$ cat config.mk
export PLATFORM = sky130hd
export DESIGN_NAME = mips_pipe_hazard_ctrl
export DESIGN_NICKNAME = d
export VERILOG_FILES = /design/src/rtl/mips_pipe_hazard_ctrl.sv
export SDC_FILE = /design/constraint.sdc
export NUM_CORES = 1
export LEC_CHECK = 0
export ABC_AREA = 1
export CORE_UTILIZATION = 48
export DETAILED_ROUTE_END_ITERATION = 16
export PLACE_DENSITY = 0.88
export SYNTH_ARGS = -nofsm -noshare
export SYNTH_HDL_FRONTEND = slang
export SYNTH_SLANG_ARGS = --single-unit
$ cat constraint.sdc
create_clock -name clk -period 1.7 [get_ports clk]
set_input_delay 0.255 -clock clk [delete_from_list [all_inputs] [get_ports clk]]
set_output_delay 0.255 -clock clk [all_outputs]
set_load 0.05 [all_outputs]
$ cat src/rtl/mips_pipe_hazard_ctrl.sv
// mips_pipe_hazard_ctrl: stall/flush/forwarding control for a 5-stage MIPS pipeline
module mips_pipe_hazard_ctrl #(
  parameter int REG_AW = 5,
  parameter int FWD_EN = 1,
  parameter int WB_BYPASS = 1,
  parameter int CNT_W = 16
) (
  input  logic              clk,
  input  logic              rst,
  input  logic              id_valid,
  input  logic [REG_AW-1:0] id_rs,
  input  logic [REG_AW-1:0] id_rt,
  input  logic              id_rs_use,
  input  logic              id_rt_use,
  input  logic [REG_AW-1:0] id_dst,
  input  logic              id_wr,
  input  logic              id_load,
  input  logic              ex_br_taken,
  input  logic              mem_busy,
  output logic              pc_en,
  output logic              ifid_en,
  output logic              ifid_flush,
  output logic              idex_flush,
  output logic [1:0]        fwd_a,
  output logic [1:0]        fwd_b,
  output logic [CNT_W-1:0]  stall_cnt,
  output logic [CNT_W-1:0]  flush_cnt
);
  typedef struct packed {
    logic              valid;
    logic [REG_AW-1:0] dst;
    logic              wr;
    logic              load;
    logic [REG_AW-1:0] rs;
    logic [REG_AW-1:0] rt;
    logic              rs_use;
    logic              rt_use;
  } slot_t;
  slot_t id_s, ex_s, mem_s, wb_s;
  logic id_ex, id_mem, id_wb, hz, adv, go;
  function automatic logic hit(logic u, logic [REG_AW-1:0] s, slot_t x);
    return u & x.valid & x.wr & (x.dst == s) & (s != '0);
  endfunction
  function automatic logic [1:0] fsel(logic u, logic [REG_AW-1:0] s, slot_t m, slot_t w);
    return hit(u, s, m) ? (m.load ? 2'd0 : 2'd1) : hit(u, s, w) ? 2'd2 : 2'd0;
  endfunction
  assign id_s   = {id_valid, id_dst, id_wr, id_load, id_rs, id_rt, id_rs_use, id_rt_use};
  assign id_ex  = hit(id_rs_use, id_rs, ex_s) | hit(id_rt_use, id_rt, ex_s);
  assign id_mem = hit(id_rs_use, id_rs, mem_s) | hit(id_rt_use, id_rt, mem_s);
  assign id_wb  = hit(id_rs_use, id_rs, wb_s) | hit(id_rt_use, id_rt, wb_s);
  assign hz = id_valid & ((FWD_EN != 0) ? (id_ex & ex_s.load)
                                        : (id_ex | id_mem | ((WB_BYPASS == 0) & id_wb)));
  assign adv = !rst & !mem_busy;
  assign go  = adv & (ex_br_taken | !hz);
  assign pc_en      = go;
  assign ifid_en    = go;
  assign ifid_flush = rst | (adv & ex_br_taken);
  assign idex_flush = rst | (adv & (ex_br_taken | hz));
  assign fwd_a = (rst || FWD_EN == 0) ? 2'd0 : fsel(ex_s.rs_use, ex_s.rs, mem_s, wb_s);
  assign fwd_b = (rst || FWD_EN == 0) ? 2'd0 : fsel(ex_s.rt_use, ex_s.rt, mem_s, wb_s);
  always_ff @(posedge clk) begin
    if (rst) begin
      ex_s      <= '0;
      mem_s     <= '0;
      wb_s      <= '0;
      stall_cnt <= '0;
      flush_cnt <= '0;
    end else if (!mem_busy) begin
      wb_s  <= mem_s;
      mem_s <= ex_s;
      ex_s  <= (ex_br_taken | hz) ? '0 : id_s;
      if (ex_br_taken && flush_cnt != '1) flush_cnt <= flush_cnt + 1'b1;
      if (!ex_br_taken && hz && stall_cnt != '1) stall_cnt <= stall_cnt + 1'b1;
    end
  end
endmodule

# [Yosys cells after proc, flatten, opt, wreduce, memory -nomap -nowiden]
# Index checks and enable logic that the tools add are counted.
[totals] inputBits=24 latch_bits=0 ramBits=0 out_inout_bits=40 romBits=0 n_memories=0 register_bits=67 word_cells=84
[op_classes] n_shift=0 mul=0 n_div=0 n_reduce_logical=13 n_addsub=2 n_lt_le_gt_ge=0 bitwise_logic=36 mux=8 n_eq_ne=8
[op_table] operator="adder 16 x 1 -> 16 bit, second input constant" count=2
[op_table] operator="!= test 16 bit, second input constant" count=2
[op_table] operator="bitwise AND 1 bit" count=30
[op_table] operator="equality test 5 bit" count=6
[op_table] operator="two-way mux 20 bit" count=1
[op_table] operator="nonzero test 5 bit" count=4
[op_table] operator="two-way mux 2 bit" count=6
[op_table] operator="OR 1 bit" count=5
[op_table] operator="logical NOT 1 bit" count=4
[op_table] operator="AND reduction 2 bit" count=2
[op_table] operator="logical AND 1 bit" count=3
[op_table] operator="two-way mux 1 bit" count=1
[op_table] operator="NOT 1 bit" count=1

# [Depth between registers and ports, before layout]
# Gate-level depths: netlist of run 1.
[depth] depth_word=10 ltp_mapped=12 mapped_depth_nobuf=11

# [Worst setup path before layout of run 1]
# No wires, ideal clock.
[synth_timing] path_type="reg-to-output" from="register ex_s[6] (netlist name)" to="output port fwd_b[1]" arrival_time_ns=2.304 required_time_ns=1.445 path_buffers=0 path_stages_with_launch=5 slack_ns=-0.859 path_cell_list="dfxtp_1 nor3_1 nand3_1 nand3_1 nor4b_1"
[synth_via] elab_chain_cells=6
[synth_lines] element="from (decl)" line="39" rtl="slot_t id_s, ex_s, mem_s, wb_s;"
[synth_lines] element="from (signal assigned)" line="71" rtl="ex_s <= (ex_br_taken | hz) ? '0 : id_s;"
[synth_lines] element="equality test 5 bit" line="42" rtl="return u & x.valid & x.wr & (x.dst == s) & (s != '0);"
[synth_lines] element="bitwise AND 1 bit (2 in series)" line="42"
[synth_lines] element="two-way mux 2 bit" line="45" rtl="return hit(u, s, m) ? (m.load ? 2'd0 : 2'd1) : hit(u, s, w) ? 2'd2 : 2'd0;"
[synth_lines] element="two-way mux 2 bit (*)" line="45"
[synth_lines] element="two-way mux 2 bit (*)" line="60" rtl="assign fwd_b = (rst || FWD_EN == 0) ? 2'd0 : fsel(ex_s.rt_use, ex_s.rt, mem_s, wb_s);"
[synth_lines] element="to (decl)" line="25" rtl="output logic [1:0] fwd_b,"
# Mark *: on every way between the ends. The rest lies on a longest branch, timed or not.

# [Worst setup path in the final report of run 1]
[layout_timing] from="register mem_s[14] (netlist name)" to="output port fwd_b[1]"
[layout_via] elab_chain_cells=5
[layout_lines] element="from (decl)" line="39"
[layout_lines] element="from (signal assigned)" line="70" rtl="mem_s <= ex_s;"
[layout_lines] element="equality test 5 bit" line="42"
[layout_lines] element="bitwise AND 1 bit (2 in series)" line="42"
[layout_lines] element="two-way mux 2 bit" line="45"
[layout_lines] element="two-way mux 2 bit" line="60"
# Every way passes these cells.

==> results.toml, run 1 <==
[detailed_routing]
wire_per_inst_um = 15.0
ant_nets = 0
vias_per_cell = 5.61
drt_wl_total_um = 11000
wl_met1_um = 4430
topRoutingLayerUsed = "met4"
drt_iter0_drc = 282
firstDrtPassIters = 5
wl_met2_um = 5580
vias = 4131
wl_met3_um = 698
drc_errors = 0

[global_routing]
grt.total_usage_pct = 26.1
grt_pass1_vias = 3568
grt_overflow = 0
grt_max_degree = 39
grt_pass1_wl_um = 15900
antenna_found_initial = 0

[sta]
setup_viol = 17
worst_pin_slew_ps = 424
worst_slack_ps = -333
max_slew_margin_pct = 71.4
finalCriticalPeriod_ps = 2030
max_freq_mhz = 492
period_share_pct = 120
rsz0062_at_grt = "yes"
fin_skew_ps = 11.2
hold_viol = 0
slew_violations = 0

[synthesis]
syn_nets = 548
ys_seq_area_share_pct = 37.6
synthArstFlopShare_pct = 0
synth.most_common_cell = "nand2_1"
synth_edf_count = 0
synth.area.top_cells = "dfxtp_1, nand2_1, nor2_1"
ys_ff_latch = 67
synth_cells = 522
synth.avg_cell_area_um2 = 6.83
yosysWarningCount = 0
synth.distinct_cells = 35
yosysTopAreaCell = "dfxtp_1"
netlist.area_leader.share_pct = 37.6
ys.flop_type = "dfxtp_1"
synth_common_cells = "nand2_1, nor2_1, dfxtp_1"
synth.cell_area_um2 = 3570

[pwr]
p_sw_share_pct = 27.5
totalPowerFinal_mw = 3.47
switchingPower_uw = 954
ir_drop_mv = 0.674
p_leak_nw = 2.15
pwr-share-comb_pct = 13.7
sequentialPowerShare_pct = 47.6
internal_power_mw = 2.52
clkPwrFrac_pct = 38.7
p_per_area_nw_per_um2 = 665

[outcome]
status = "finished, violations left"
violations = "setup timing"

[critical_path]
crit_arrival_ps = 1780
timing.rr.end = "stall_cnt[0]"
worstSetupPathType = "register to output pin"
timing.rr.start = "ex_s[15]"
crit_path_cell_trace = "xor2_2 -> nor4_2 -> nand3_2 -> buf_4 -> nor4b_4 -> buf_12"
max_stage_delay_ps = 360
r2r_cells = 11
crit_fanout = 3
end_kind = "output pin"
slowest_stage = "dfxtp_4"
cp.required_ps = 1440
cp-start-kind = "register"
rrSetupSlack_ps = -50

[clock_network]
clockBufferDepth = 2
cts.clk_slew.worst_paths_ps = 80
worstSkewPairLatency_ps = 350
ctsHtreeMaxLevel = 3
cts_tree = "done"
root_buffer = "clkbuf_8"
cts_sinks = 67
cts_made_buffers = 9

[finish]
multiInputGateArea_um2 = 2210
drive_above_1_share_pct = 35.6
diodes = 0
fin_util_pct = 72.3
fill_cells = 535
finalNonFillerCells = 736
area_growth_pct = 46.3
seqCellArea_um2 = 1430
fin_nets = 658

[placement]
dp_cells = 710
dp_slack_ps = -416
portBuffers = 63
hpwl_um = 7120
finalWeightedCongestion = 0.893

[hold_path]
hold_depth = 3
min_path_type = "input port to register"
worstHoldEndpoint = "ex_s[4]"
min_from = "id_rt[2]"

[floorplanning]
coreArea_um2 = 7210
fp-row-count = 31
start_util_pct = 49.4
die_h_um = 88.2
ios = 64
die_width_um = 88.2
die_area_um2 = 7780

[run]
cap_violations = 0
==> metrics by stage <==
step                      TNS [ps]  hold slack (ps)  cell area [um^2]
after floorplan               -363              412              3620
after global placement      -11630              443              4630
after detailed placement    -12500              453              4630
after CTS                    -1440              374              4950
after global routing         -4060              420              5220
final                        -2190              386              5220
==> per-layer routing <==
metal,up-vias,track usage (%)
li1,1951,-
met2,205,43.7
met4,0,12.2
met5,-,0
met1,1934,33.1
met3,41,3.58
==> power by group through the flow <==
stage          sequential [mW]  clock, mW  combinational [mW]
6_report                  1.65       1.34               0.476
5_1_grt                   1.66       1.40               0.514
4_1_cts                   1.65       1.35               0.432
3_3_place_gp              1.68          0               0.408
3_5_place_dp              1.69          0               0.418
2_1_floorplan             1.69          0               0.226
==> worst max path at each step <==
stage	startpoint	endpoint	slack, ps	cells past startpoint
CTS	mem_s[15]	fwd_a[0]	-300	6
finish	mem_s[14]	fwd_b[1]	-330	6
global route	mem_s[14]	fwd_b[0]	-390	6
detailed placement	id_rt[1]	stall_cnt[5]	-420	12
global placement	id_rt[1]	idex_flush	-390	12
floorplan	ex_s[6]	fwd_b[1]	-180	4
==> cells by family after synthesis <==
family / Yosys count / share of synthesized area, %
fa+ha+maj: 2 / 0.701
buf+inv: 68 / 8.07
simple gates: 284 / 36.0
xor+xnor: 20 / 4.91
compound gates: 81 / 12.8
flops: 67 / 37.6
==> cell usage in the layout (no fill, tap or decap), types with 6 or more instances in the layout <==
master	instances
xor2_1	8
inv_2	8
buf_12	8
dfxtp_4	14
dfxtp_1	23
a21oi_1	45
o21ai_0	19
nor3_1	6
nand3_1	17
xnor2_1	8
nor2_4	7
dfxtp_2	30
dlygate4sd2_1	9
clkdlybuf4s50_1	14
nand2_2	12
buf_4	82
nand2_1	115
nand3_2	9
buf_6	8
nand4_1	27
inv_1	35
nor2_1	64
clkbuf_8	10
==> worst max-delay path: cells and delay by family (launching register included) <==
kind	cells	cell delay, ps
xor+xnor	1	180
buf+inv	2	310
flops	1	360
simple gates	3	600
==> layout make-up <==
type / count / area share (%)
multi-input combinational: 388 / 42.4
clock inverter: 5 / 1.01
sequential: 67 / 27.4
inverter: 45 / 3.33
clock buffer: 11 / 2.71
tap: 99 / 2.37
timing repair buffer: 121 / 20.8
==> what timing repair did <==
item / in CTS / in global routing
hold buffers: 0 / 0
setup buffers: 5 / 5
pin swaps: 11 / 26
endpoints found under the setup margin: 13 / 39
gates resized for setup: 53 / 56
cloned: 0 / 2
==> flip-flops by register name (all words and copies together) (netlist names) <==
register / cells
wb_s: 7
flush_cnt: 16
stall_cnt: 16
ex_s: 20
mem_s: 8
Power figures use the tool's default switching activity.
==> run 2, diff against run 1 <==
--- a/config.mk
+++ b/config.mk
@@ -9,6 +9,7 @@
 export CORE_UTILIZATION = 48
 export DETAILED_ROUTE_END_ITERATION = 16
 export PLACE_DENSITY = 0.88
+export SETUP_SLACK_MARGIN = 0.1
 export SYNTH_ARGS = -nofsm -noshare
 export SYNTH_HDL_FRONTEND = slang
 export SYNTH_SLANG_ARGS = --single-unit
==> run 2 against run 1 <==
  * Highest routed layer unchanged
  * Critical path depth is the same
  * Critical path type unchanged
  * The run still ends with setup timing left
  * Via count grew 1.7%
  * Sequential share of layout area shrank 0.32 points
  * First-iteration DRC count grew 26%
  * Clock skew shrank 2.0 ps
==> results.toml, run 2 (synthesis results as in run 1) <==
[clock_network]
ctsHtreeMaxLevel = 3
cts_tree = "done"
cts_made_buffers = 9
cts_sinks = 67
root_buffer = "clkbuf_8"
postCtsHoldBufs = 0
worstSkewPairLatency_ps = 360
cts.clk_slew.worst_paths_ps = 70
clockBufferDepth = 2

[sta]
max_freq_mhz = 461
max_slew_margin_pct = 73.7
setup_viol = 23
finalCriticalPeriod_ps = 2170
worst_slack_ps = -467
worst_pin_slew_ps = 395
slew_violations = 0
holdWs_ps = 352
hold_viol = 0
rsz0062_at_grt = "yes"
fin_skew_ps = 9.16
period_share_pct = 127

[critical_path]
end_kind = "output pin"
cp.required_ps = 1440
crit_fanout = 4
r2r_cells = 13
cp-start-kind = "register"
crit_arrival_ps = 1910
worstSetupPathType = "register to output pin"

[global_routing]
grt.total_usage_pct = 28.9
use_met1_pct = 33.9
met2_usage_pct = 48.8
grt_pass1_vias = 3752
antenna_found_initial = 0
busiest_layer = "met2"
met3_usage_pct = 6.13
grt_max_degree = 35
grt_pass1_wl_um = 17300
grt_overflow = 0

[outcome]
status = "finished, violations left"
violations = "setup timing"

[hold_path]
min_path_type = "input port to register"
hold_depth = 3

[placement]
dpl_cell_area_um2 = 4570
finalWeightedCongestion = 0.927
portBuffers = 63
hpwl_um = 6880
dp_cells = 694

[floorplanning]
die_width_um = 88.2
ios = 64
coreArea_um2 = 7210
die_area_um2 = 7780
die_h_um = 88.2
fp-row-count = 31
start_util_pct = 49.4

[run]
cap_violations = 0

[detailed_routing]
drt_iter0_drc = 356
wire_per_inst_um = 16.4
vias_per_cell = 5.71
ant_nets = 0
firstDrtPassIters = 5
drc_errors = 0
drt_wl_total_um = 12100
vias = 4201

[pwr]
ir_drop_mv = 0.560
p_per_area_nw_per_um2 = 709
p_leak_nw = 2.21

[finish]
final_cell_mix = "nand2_1, buf_4, nor2_1"
multiInputGateArea_um2 = 2230
seqCellArea_um2 = 1460
largest_register_ff_count = 20
diodes = 0
fin_nets = 658
final_common_cell = "nand2_1"
design_area_um2 = 5370
finalNonFillerCells = 736
area_growth_pct = 50.5
largestRegisters = "ex_s x20, flush_cnt x16, stall_cnt x16"
drive_above_1_share_pct = 37.7
regMostFlops = "ex_s"
fill_cells = 465
-- run 2: changes by cell type in the layout (fill, tap and decap cells not counted), moves of 3 or more --
cell     before  now
buf_4        82   75
buf_6         8   15
dfxtp_1      23   16
dfxtp_4      14   20
nand2_2      12    8
nand2_4       0    4
nor2_4        7    4
-- run 2: final cells by class --
type	instances	area share [%]
clock inverter	3	1.21
multi-input combinational	387	41.5
clock buffer	13	3.54
inverter	45	3.26
sequential	67	27.1
tap	99	2.31
timing repair buffer	122	21.0
-- run 2: final timing paths --
kind           startpoint            end  slack, ps
max              ex_s[10]       fwd_a[0]       -470
min              id_rs[3]       ex_s[10]        350
max reg2reg      ex_s[14]  stall_cnt[11]       -400
min reg2reg  flush_cnt[3]   flush_cnt[3]        460
-- run 2: metal layers --
metal / vias to the layer above / share of wire [%]
met2: 250 / 49
met3: 51 / 8.3
met4: 0 / 4.1
met1: 1959 / 38
li1: 1941 / -
met5: - / 0
-- run 2: worst max-delay path: stages (launching register included) --
cell and delay (ps):
dfxtp_4 370, xnor2_1 230, nand3_1 190, nor4_4 220, buf_4 170, nor3b_4 200, buf_12 160
-- run 2: timing repair --
item / CTS / global route
hold endpoints to repair: 0 / 0
setup endpoints to repair: 35 / 58
cloned: 1 / 0
pin swaps: 13 / 25
resized for setup: 70 / 46
setup buffers: 17 / 10
-- run 2: metrics by stage --
step	total power, mW	setup TNS [ps]	util (%)	worst slack, ps
after floorplan	1.92	-205	-	-91.4
after global placement	2.08	-9420	63.3	-362
after detailed placement	2.10	-10940	63.3	-423
after CTS	3.75	-3890	71.3	-312
after global routing	3.90	-9970	74.4	-520
final	3.80	-6860	74.4	-467
-- run 2: where the power goes --
group / internal [mW] / switching, mW
registers: 1.59 / 0.0550
clock network: 1.03 / 0.641
logic: 0.205 / 0.280
==> RTL change, RTL diff (flow settings as in run 2) <==
`FWD_EN`: 1 -> 0.
--- a/src/rtl/mips_pipe_hazard_ctrl.sv
+++ b/src/rtl/mips_pipe_hazard_ctrl.sv
@@ -3,3 +3,3 @@
   parameter int REG_AW = 5,
-  parameter int FWD_EN = 1,
+  parameter int FWD_EN = 0,
   parameter int WB_BYPASS = 1,
Function: changed (Yosys sat finds a counterexample within 4 cycles, from zero or initial values and one cycle with rst high).
==> RTL change against run 2 <==
The run still ends with negative setup slack left. Register-to-register slack improved by 0.09 ns. Setup slack improved by 0.092 ns. Area after synthesis down 22%. Final area fell by 22%. Total power decreased by 43%. Clock skew down 0.00092 ns. Count of clock-buffer cells in the layout shrank 8. Via count decreased by 20%. Routed wire length decreased by 24%. Sequential cell count decreased by 21. Die area decreased by 21%. Critical path type unchanged. Largest cell class unchanged. Largest power group is now registers.
==> RTL change: results (changes against run 2) <==
- Outcome: finished with violations (unchanged)
- Failing checks: negative setup slack (unchanged)
- IR Drop Worst-Case VDD: 0.412 mV (was 0.560 mV)
- Total global-route track usage: 26.8% (was 28.9%)
- Worst hold path class: flop to flop (was input pin to flop)
- Largest registers: flush_cnt (16), stall_cnt (16) (was ex_s (20), flush_cnt (16), stall_cnt (16))
- Reg2Reg Launch Point: ex_s[17]$_SDFFE_PP0N_ (was ex_s[14]$_SDFFE_PP0N_)
- Layout cells sized above 1: 39.0% (was 37.7%)
- Final Worst Setup Slack: -0.375 ns (was -0.467 ns)
- WL per Instance: 15.2 µm (was 16.4 µm)
- Largest net degree at the start of global routing: 28 (was 35)
- Area of placed instances: 3660 µm² (was 4570 µm²)
- Sequential area share after synthesis: 32.9% (was 37.6%)
- Complex-gate fraction of the synthesized area: 10.3% (was 12.8%)
- Static leakage power: 0.00180 µW (was 0.00221 µW)
- Worst Skew: 0.00824 ns (was 0.00916 ns)
- Quantity of I/O buffers inserted on ports: 58 (was 63)
- Biggest area contributors in the synthesized netlist: dfxtp_1 (33%), nand2_1 (16%), nor2_1 (7.4%), nand3_1 (7.0%), inv_1 (6.2%) (was dfxtp_1 (38%), nand2_1 (13%), nor2_1 (7.6%), a21oi_1 (6.5%), nand4_1 (4.7%))
- Cell with the biggest individual delay on the critical path: dfxtp_2 (was dfxtp_4)
- Source-to-sink clock delay at the later pin of the worst-skew pair: 0.31 ns (was 0.36 ns)
- Clock buffers created by TritonCTS: 5 (was 9)
- Setup violations, final: 28 (was 23)
- Clock-pin slew reported for the worst setup and hold paths after clock tree synthesis: 0.09 ns (was 0.07 ns)
- Count of cell types in the netlist: 33 (was 35)
- Wire length of the first global-routing pass: 13000 µm (was 17300 µm)
- Accumulated negative setup slack: -5.63 ns (was -6.86 ns)
- Post-synthesis share of cell area spent on xor and xnor gates: 4.07% (was 4.91%)
- Routability cong.: 0.896 (was 0.927)
- Leading cell types by count after synthesis: nand2_1 (121), nor2_1 (55), dfxtp_1 (46), inv_1 (46), nand3_1 (39) (was nand2_1 (124), nor2_1 (72), dfxtp_1 (67))
- Drt first-iter violations: 348 (was 356)
- Crit path arrival time: 1.82 ns (was 1.91 ns)
- Count of H-tree levels built during CTS: 2 (was 3)
- Hold path start: flush_cnt[3]$_SDFFE_PP0P_ (was id_rs[3])
-- RTL change: what timing repair did --
item                       4_1_cts  5_1_grt
buffers inserted                10        8
setup endpoints to repair       41       41
hold buffers                     0        0
gates cloned                     1        2
pin swaps                       15       34
gates resized for setup         34       64
-- RTL change: cell type report --
| class | count | area [µm²] | area share [%] |
|---|---|---|---|
| well taps | 72 | 90.1 | 2.14 |
| flip-flops and latches | 46 | 1010 | 24.1 |
| clock buffers | 5 | 68.8 | 1.64 |
| repair buffers | 101 | 945 | 22.5 |
| clock inverters | 3 | 16.3 | 0.387 |
| inverters | 51 | 206 | 4.91 |
| multi-input cells | 327 | 1870 | 44.4 |
-- RTL change: critical path, delay by kind of cell (launching register included) --
kind | cells | cell delay, ns
AO/OA/AOI/OAI | 2 | 0.30
buffers and inverters | 2 | 0.21
flip-flops | 1 | 0.37
AND/OR/NAND/NOR | 7 | 0.63
-- RTL change: where the power goes --
part	switching, µW	total, µW	internal, µW
logic	244	402	158
clock network	386	668	283
registers	22.4	1100	1080
total	652	2170	1520
-- RTL change: final timing paths --
check / depth (start not counted) / slack [ns] / to
hold reg to reg: 1 / 0.46 / flush_cnt[3]$_SDFFE_PP0P_
setup reg to reg: 17 / -0.31 / stall_cnt[11]$_SDFFE_PP0P_
setup / recovery: 11 / -0.37 / idex_flush
hold / removal: 1 / 0.46 / flush_cnt[3]$_SDFFE_PP0P_
-- RTL change: metal layers --
| layer | vias up | track usage (%) | routed length, µm |
|---|---|---|---|
| met2 | 169 | 46.6 | 4550 |
| li1 | 1586 | - | - |
| met4 | 0 | 11.3 | 412 |
| met3 | 44 | 5.00 | 653 |
| met5 | - | 0 | 0 |
| met1 | 1550 | 32.3 | 3600 |
-- RTL change: cells by family after synthesis --
group,after synthesis
fa+ha+maj,2
buf+inv,69
compound gates,53
flops,46
other cells,1
simple gates,255
xor+xnor,13
-- RTL change: metrics by stage --
step / util [%] / cells / power, µW
2_1_floorplan: - / 442 / 1320
3_3_place_gp: 65.6 / 576 / 1450
3_5_place_dp: 65.6 / 576 / 1460
4_1_cts: 70.1 / 595 / 2120
5_1_grt: 75.5 / 605 / 2260
6_report: 75.5 / 605 / 2170
